$ cat src/rtl/axis_rr_arbiter_pkg.sv
// Shared definitions for the AXI-S round-robin arbiter.
//   arb_state_e : arbiter FSM state (IDLE picks a port, GRANT streams it)
//   REL_*       : values of PACKET_MODE (grant release policy)
//   bits_for()  : counter width helper that never returns zero
package axis_rr_arbiter_pkg;

    typedef enum logic {
        ST_IDLE  = 1'b0,
        ST_GRANT = 1'b1
    } arb_state_e;

    localparam int REL_BURST  = 0;  // release on burst limit or valid drop
    localparam int REL_PACKET = 1;  // release on accepted tlast

    function automatic int bits_for(input int n);
        return (n > 1) ? $clog2(n) : 1;
    endfunction

endpackage

$ cat src/rtl/rr_prio_enc.sv
// Round-robin priority encoder (combinational).
//   req  in  N    request vector
//   last in  LB   index of the previous winner; search starts at last+1
//   any  out 1    at least one request is set
//   idx  out LB   winning index (valid only when any=1)
// Requests are rotated so that last+1 sits at bit 0, the first set bit is
// found, and the offset is rotated back into a port index.
module rr_prio_enc #(
    parameter int N  = 4,
    parameter int LB = (N > 1) ? $clog2(N) : 1
) (
    input  logic [N-1:0]  req,
    input  logic [LB-1:0] last,
    output logic          any,
    output logic [LB-1:0] idx
);

    logic [N-1:0]  rot;
    logic [LB-1:0] ofs;
    int            src;
    int            sum;

    always_comb begin
        rot = '0;
        src = 0;
        for (int k = 0; k < N; k++) begin
            src = int'(last) + 1 + k;
            if (src >= N) src = src - N;
            if (src >= N) src = src - N;
            rot[k] = req[LB'(src)];
        end
    end

    always_comb begin
        ofs = '0;
        for (int k = N - 1; k >= 0; k--) begin
            if (rot[k]) ofs = LB'(k);
        end
    end

    always_comb begin
        sum = int'(last) + 1 + int'(ofs);
        if (sum >= N) sum = sum - N;
        if (sum >= N) sum = sum - N;
        idx = LB'(sum);
    end

    assign any = |req;

endmodule

$ cat src/rtl/axis_rr_arbiter.sv
// Round-robin AXI-S arbiter: PORTS requesters share one sink (typically the
// write side of a CDC FIFO). A grant is locked for a whole packet
// (PACKET_MODE=1) or for up to MAX_BURST beats / until valid drops
// (PACKET_MODE=0). Every output beat carries its source port in m_tx_tid.
//   clk, rst_n      clock, async active-low reset
//   cfg_en          per-port enable, looked at only when picking a port
//   s_rx_*          PORTS slave streams, port i data at [i*WIDTH +: WIDTH]
//   m_tx_*          registered master stream with tid
//   stat_busy       high while a port holds the grant
module axis_rr_arbiter
    import axis_rr_arbiter_pkg::*;
#(
    parameter int WIDTH       = 32,
    parameter int PORTS       = 4,
    parameter int PORT_BITS   = $clog2(PORTS),
    parameter int PACKET_MODE = 1,
    parameter int MAX_BURST   = 16
) (
    input  logic                   clk,
    input  logic                   rst_n,
    input  logic [PORTS-1:0]       cfg_en,
    input  logic [PORTS*WIDTH-1:0] s_rx_tdata,
    input  logic [PORTS-1:0]       s_rx_tvalid,
    input  logic [PORTS-1:0]       s_rx_tlast,
    output logic [PORTS-1:0]       s_rx_tready,
    output logic [WIDTH-1:0]       m_tx_tdata,
    output logic                   m_tx_tlast,
    output logic [PORT_BITS-1:0]   m_tx_tid,
    output logic                   m_tx_tvalid,
    input  logic                   m_tx_tready,
    output logic                   stat_busy
);

    localparam int BURST_BITS = bits_for(MAX_BURST + 1);
    localparam logic [BURST_BITS-1:0] BURST_LAST =
        BURST_BITS'((MAX_BURST > 0) ? MAX_BURST - 1 : 0);

    arb_state_e                  state;
    logic [PORT_BITS-1:0]        grant;
    logic [PORT_BITS-1:0]        last_grant;
    logic [BURST_BITS-1:0]       beat_cnt;

    logic [PORTS-1:0]            req;
    logic                        pick_any;
    logic [PORT_BITS-1:0]        pick_idx;
    logic [PORTS-1:0][WIDTH-1:0] rx_data;
    logic                        in_grant;
    logic                        out_free;
    logic                        gnt_valid;
    logic                        gnt_last;
    logic                        accept;
    logic                        burst_end;
    logic                        release_now;

    assign req      = s_rx_tvalid & cfg_en;
    assign rx_data  = s_rx_tdata;
    assign in_grant = (state == ST_GRANT);
    // Single output register: it can take a beat when empty or draining.
    assign out_free = ~m_tx_tvalid | m_tx_tready;

    rr_prio_enc #(.N(PORTS), .LB(PORT_BITS)) u_enc (
        .req  (req),
        .last (last_grant),
        .any  (pick_any),
        .idx  (pick_idx)
    );

    assign gnt_valid = s_rx_tvalid[grant];
    assign gnt_last  = s_rx_tlast[grant];
    assign accept    = in_grant & gnt_valid & out_free;
    assign burst_end = (MAX_BURST != 0) && (beat_cnt == BURST_LAST);

    always_comb begin
        release_now = 1'b0;
        if (in_grant) begin
            if (PACKET_MODE != REL_BURST)
                release_now = accept & gnt_last;
            else
                release_now = (accept & burst_end) | ~gnt_valid;
        end
    end

    for (genvar g = 0; g < PORTS; g++) begin : g_rdy
        assign s_rx_tready[g] = in_grant & (grant == PORT_BITS'(g)) & out_free;
    end

    assign stat_busy = in_grant;

    // Arbiter FSM. last_grant resets to PORTS-1 so port 0 wins first.
    always_ff @(posedge clk or negedge rst_n) begin
        if (!rst_n) begin
            state      <= ST_IDLE;
            grant      <= '0;
            last_grant <= PORT_BITS'(PORTS - 1);
            beat_cnt   <= '0;
        end else begin
            case (state)
                ST_IDLE: begin
                    if (pick_any) begin
                        grant      <= pick_idx;
                        last_grant <= pick_idx;
                        beat_cnt   <= '0;
                        state      <= ST_GRANT;
                    end
                end
                ST_GRANT: begin
                    // Saturate rather than wrap in unlimited-burst mode.
                    if (accept && (beat_cnt != '1))
                        beat_cnt <= beat_cnt + 1'b1;
                    if (release_now)
                        state <= ST_IDLE;
                end
                default: state <= ST_IDLE;
            endcase
        end
    end

    // Output register: holds while stalled, clears once drained.
    always_ff @(posedge clk or negedge rst_n) begin
        if (!rst_n) begin
            m_tx_tvalid <= 1'b0;
            m_tx_tdata  <= '0;
            m_tx_tlast  <= 1'b0;
            m_tx_tid    <= '0;
        end else if (accept) begin
            m_tx_tvalid <= 1'b1;
            m_tx_tdata  <= rx_data[grant];
            m_tx_tlast  <= gnt_last;
            m_tx_tid    <= grant;
        end else if (m_tx_tready) begin
            m_tx_tvalid <= 1'b0;
        end
    end

endmodule

$ cat config.mk
export PLATFORM = sky130hd
export DESIGN_NAME = axis_rr_arbiter
export DESIGN_NICKNAME = d
export VERILOG_FILES = /design/src/rtl/axis_rr_arbiter_pkg.sv /design/src/rtl/rr_prio_enc.sv /design/src/rtl/axis_rr_arbiter.sv
export SDC_FILE = /design/constraint.sdc
export NUM_CORES = 1
export LEC_CHECK = 0
export CORE_ASPECT_RATIO = 0.9
export CORE_UTILIZATION = 33
export DETAILED_ROUTE_END_ITERATION = 7
export HOLD_SLACK_MARGIN = 0.12
export PLACE_DENSITY_LB_ADDON = 0.3
export RECOVER_POWER = 50
export SLEW_MARGIN = 20
export SYNTH_ARGS = -nofsm -noshare
export SYNTH_HDL_FRONTEND = slang
export SYNTH_HIERARCHICAL = 1
export SYNTH_SLANG_ARGS = --single-unit
$ cat constraint.sdc
create_clock -name clk -period 2 [get_ports clk]
set_clock_uncertainty 0.15 [all_clocks]
set_input_delay 0.2 -clock clk [delete_from_list [all_inputs] [get_ports clk]]
set_output_delay 0.2 -clock clk [all_outputs]
set_load 0.02 [all_outputs]
Yosys cells after proc, flatten, opt, wreduce, memory -nomap -nowiden. Cells that the tools add are included.

Add/subtract/negate cells: 15. Order comparisons: 15. Equal/unequal tests: 3. Muxes and demuxes: 38. Bitwise logic cells: 15. Reduce and logical (&&, ||, !) cells: 4.

Operators by type and width (number): $ge A32 B4 Y1 const B (9); $mux W32 (6); $sub A32 B4 Y32 const B (4); $add A32 B3 Y32 const B (2); $bmux W32 S2 (1); $add A32 B2 Y32 const B (1); $add A32 B3 Y32 (1); $mux W2 (9); $lt A2 B4 Y1 const B (4); $mux W1 (15); $bmux W1 S2 (6); $and A1 B1 Y1 (11); $sub A2 B1 Y2 const B (5); $and A4 B4 Y4 (1); $eq A2 B2 Y1 const B (2); $reduce_or A4 Y1 (1); $sub A3 B3 Y4 const B (1); $add A2 B1 Y3 const B (1); $ge A3 B3 Y1 const B (1); $lt A2 B3 Y1 const B (1); $eq A2 B1 Y1 const B (1); $logic_not A2 Y1 (1); $not A1 Y1 (2); $pmux W1 S2 (1); other kinds (3) (3).

Flip-flop bits (word level): 41. Bits of input ports: 143. Output and inout bits: 41. Word-level logic and storage cells: 97.

Depth between registers and ports, before layout.
Word-level depth: 18. Gate-level depth with buffers: 11. Depth with buffers taken out: 11.

By module. The synthesis kept the hierarchy.

By module, submodules not included: axis_rr_arbiter (times used 1, cells an instance 151, area an instance 2611.3 um2, seq. area each 1028.5 um2); rr_prio_enc (times used 1, cells an instance 26, area an instance 178.9 um2, seq. area each 0.0 um2).

Worst setup path after synthesis. No wires, ideal clock.

Path kind: reg-to-reg. Start point: reg last_grant[1]. End point: reg grant[1]. Setup time: 0.083 ns. Data arrival time: 1.720 ns. Path slack: 0.047 ns. Stages on the path, launching flop included: 11. Cell sequence: dfstp_2 > nand2b_1 > a21oi_1 > o211ai_1 > o31a_1 > ha_1 > xnor2_1 > xnor2_1 > xnor2_1 > nand2_1 > o21ai_0.

Word-level cells in the longest chain between the ends: 18. Elaborated cells between the ends (all ways): 51. Classes of those cells: add/sub (15); order compare (10); mux (26).

RTL lines: from (decl) (RTL line axis_rr_arbiter.sv:40) `logic [PORT_BITS-1:0] last_grant;`; from (signal assigned) (RTL line axis_rr_arbiter.sv:94) `last_grant <= PORT_BITS'(PORTS - 1);`; from (signal assigned) (RTL line axis_rr_arbiter.sv:101) `last_grant <= pick_idx;`; $add A2 B1 Y3 * (RTL line rr_prio_enc.sv:27, rr_prio_enc.sv:42); $add A32 B3 Y32 (RTL line rr_prio_enc.sv:27) `src = int'(last) + 1 + k;`; $sub A32 B4 Y32 or $ge A32 B4 Y1 (tied branches) (RTL line rr_prio_enc.sv:28) `if (src >= N) src = src - N;`; $mux W32 (RTL line rr_prio_enc.sv:28); $ge A32 B4 Y1 or $sub A2 B1 Y2 (tied branches) (RTL line rr_prio_enc.sv:29) `if (src >= N) src = src - N;`; $mux W2 (RTL line rr_prio_enc.sv:29); $bmux W1 S2 (RTL line rr_prio_enc.sv:30) `rot[k] = req[LB'(src)];`; $mux W1 (implied by the code) (2 in series) (RTL line rr_prio_enc.sv:30); $mux W2 (4 in series) (RTL line rr_prio_enc.sv:37) `if (rot[k]) ofs = LB'(k);`; $add A32 B3 Y32 * (RTL line rr_prio_enc.sv:42) `sum = int'(last) + 1 + int'(ofs);`; $sub A32 B4 Y32 or $ge A32 B4 Y1 (tied branches) (RTL line rr_prio_enc.sv:43) `if (sum >= N) sum = sum - N;`; $mux W32 * (RTL line rr_prio_enc.sv:43); $ge A32 B4 Y1 or $sub A2 B1 Y2 (tied branches) (RTL line rr_prio_enc.sv:44) `if (sum >= N) sum = sum - N;`; $mux W2 * (RTL line rr_prio_enc.sv:44); net pick_idx[1] (RTL line axis_rr_arbiter.sv:45) `logic [PORT_BITS-1:0] pick_idx;`; to (signal assigned) (RTL line axis_rr_arbiter.sv:100) `grant <= pick_idx;`; to (decl) (RTL line axis_rr_arbiter.sv:39) `logic [PORT_BITS-1:0] grant;`.

Mark *: on every way through the listed nets, which the timed path passes. The rest lies on a longest branch. The select of a mux whose other input is x is not followed. A chain may end at the register's enable or synchronous reset.

Worst setup path after layout. Ends and elaborated chain as after synthesis.

==> metrics.txt <==
result of the run=complete, but fails checks; failing checks=negative setup slack; critical path required time=2.06 ns; maximum root-to-sink buffer count=2; total met2 wirelength after detailed routing=4.09 mm; endpoints failing hold=0; slowest cell on the critical path=sky130_fd_sc_hd__dfstp_2; Leak=2.08 nW; f_max=473 MHz; library cells used by synthesis=35; longest individual stage delay on the worst path=0.57 ns; Antenna Diode Count=0; Die Wd=98.9 microns; DRC violations left=0; Overall Power=6.70 mW; slew at the pin closest to its max-slew limit=1.09 ns; boundary pin count=184; instance area at placement=0.00481 sq mm; clock transition at the registers of the reported paths=0.08 ns; routability-driven placement congestion ratio=0.838; die height=89.2 microns; area of the core region=0.00811 sq mm; Synth-to-Final Area Change=79.2%; buffer type at the clock tree root=sky130_fd_sc_hd__clkbuf_8; maximum number of pins on one net before global-route repair=27; global-route wire length before repair=11.6 mm; crit path time final=2.11 ns; starting utilization of the core area=0.344; relative slew slack=0.273; IO buf count=183; count of pins over their slew limit=0; critical path cell sequence=nand2b_4 -> a21oi_2 -> o211ai_1 -> o31a_1 -> ha_2 -> xnor2_2 -> xnor2_1 -> xnor2_1 -> nand2_1 -> o21ai_1; synthesized net count=321; total track usage=0.171; total number of yosys warnings=6; Cells after Synth=177; class of the most critical setup path=reg2reg; critical path startpoint category=flop; number of sinks driven by the clock tree=41; setup repair after global routing missed its margin=yes; Post-Route M1 WL=2.90 mm; sequential-to-total area share from yosys stat=0.369; post-detailed-route count of antenna-violating nets=0; HPWL reported at the end of detailed placement=6.36 mm; post-route design area=0.00500 sq mm; total vias in the final route=2427; share of post-route cells with drive strength above 1=0.277; DR pass1 iterations=4; power density normalized to cell area=1340 mW/mm^2; Post-Layout Cell Count=482; Core Rows=31; level count of the clock H-tree=2; antenna violations before repair=0; clock latency on the worst-skew pair=0.29 ns; Maximum Capacitance Violations=0; average detailed-routed wire length per instance=16.3 microns; length of routed met3 wiring=647 microns; netlist area before placement=0.00279 sq mm; Via-to-Cell Ratio=5.04; DRT Wirelength=7.83 mm; post-route fraction of the period consumed by the critical path=1.06; # placed instances=469; number of CTS-inserted buffers=5; clock tree from TritonCTS=yes; DRC marker count from the first detailed-route iteration=72; register bit count reported by yosys=41; worst path arrival time=2.17 ns; overall overflow remaining after global route=0; count of endpoints failing setup in the final report=2; Most common cell on crit path=sky130_fd_sc_hd__xnor2_1; primary flip-flop cell chosen by synthesis mapping=sky130_fd_sc_hd__dfrtp_1; endpoint type of the worst setup path=flop; highest metal used=met4; worst slack at placement=-0.510 ns; total die area=0.00883 sq mm; Tightest Hold Check Type=in2reg; maximum fanout count along the critical path=4; Final #Nets=526; EDFF count, synth=0; number of global-route vias before repair=2371; Peak VDD IR=472 uV; crit path setup slack, layout=-0.113 ns; final cell utilization of the core=0.617; mean area per synthesized cell=15.8 sq um; share of synthesized flip-flops with an asynchronous set or reset=1.00
through the flow:
| stage | TNS (ns) | hold slack (ns) |
|---|---|---|
| detailed placement | -8.09 | 0.0326 |
| floorplan | 0 | -0.246 |
| global placement | -7.75 | 0.0232 |
| global route | -0.365 | 0.274 |
| CTS | -0.0636 | 0.252 |
| finish | -0.192 | 0.218 |
cells in the final DEF (no fill, tap or decap), types with 6 or more instances in the layout:
master,n
sky130_fd_sc_hd__dfrtp_1,37
sky130_fd_sc_hd__nand2_1,12
sky130_fd_sc_hd__mux4_2,24
sky130_fd_sc_hd__mux4_1,10
sky130_fd_sc_hd__clkdlybuf4s50_1,176
sky130_fd_sc_hd__buf_4,22
sky130_fd_sc_hd__mux2_4,29
sky130_fd_sc_hd__clkbuf_8,6
final cells by class:
class / count / area (sq um)
clock buffers: 7 / 86.3
fillers: 640 / 3110
inverters: 4 / 15.0
clock inverters: 1 / 30.0
well taps: 99 / 124
flip-flops and latches: 41 / 1030
repair buffers: 210 / 2060
multi-input cells: 120 / 1660
registers in the layout (all words and copies together) (netlist names):
name,cells
m_tx_tdata,32
grant,2
last_grant,2
m_tx_tid,2
m_tx_tlast,1
m_tx_tvalid,1
stat_busy,1
metal layers:
layer	vias up	global-route usage
met3	15	0.0485
met4	0	0.0678
met1	1179	0.200
met2	119	0.304
met5	-	0
li1	1114	-
critical path, delay by kind of cell, from the launching register on:
kind | cells | cell delay [ns]
DFF | 1 | 0.57
AOI/OAI and AO/OA | 4 | 0.51
xor gates and xnor gates | 3 | 0.41
and+or+nand+nor | 2 | 0.21
adders and majority gates | 1 | 0.19
timing repair:
item,in CTS,in global routing
buffers inserted,2,2
endpoints found under the hold margin,19,0
hold buffers,1,0
resized for setup,17,2
setup endpoints to repair,6,2
pin swaps,8,6
where the power goes:
part           internal, mW  switching (mW)  total, mW  leakage (nW)
clock network         0.407           0.280      0.687        0.0585
registers              1.29           0.272       1.56         0.476
logic                  2.66            1.79       4.46          1.55
total                  4.35            2.34       6.70          2.08
kinds of logic after synthesis:
group / share of synthesized area
simple gates: 0.0664
xor+xnor: 0.00942
compound gates: 0.0305
fa+ha+maj: 0.00448
buf+inv: 0.0493
mux: 0.471
flops: 0.369
Yosys cell counts (all sizes together), types with 2 or more instances:
cell	count	share of area
o21ai	2	0.0036
inv	4	0.0054
xnor2	3	0.0094
clkbuf	3	0.0040
mux4	34	0.29
a21oi	2	0.0036
nor2	5	0.0067
dfstp	2	0.019
mux2i	2	0.0072
nand3	2	0.0081
mux2	34	0.18
nand2b	5	0.011
nor3	2	0.0036
and2	4	0.0090
buf	9	0.040
dfrtp	39	0.35
nand2	12	0.016
nor2b	2	0.0045
final timing paths:
| check | startpoint | end | slack [ns] | cells past startpoint |
|---|---|---|---|---|
| min reg2reg | m_tx_tdata[28] | m_tx_tdata[28] | 0.36 | 1 |
| max | last_grant[1] | grant[1] | -0.11 | 10 |
| min in group asynchronous | rst_n | m_tx_tdata[21] | 0.48 | 2 |
| max in group asynchronous | rst_n | m_tx_tdata[16] | 0.23 | 3 |
| max reg2reg | last_grant[1] | grant[1] | -0.11 | 10 |
| min | s_rx_tvalid[3] | m_tx_tid[0] | 0.22 | 4 |
No activity file was read; power rests on OpenSTA's default activity.
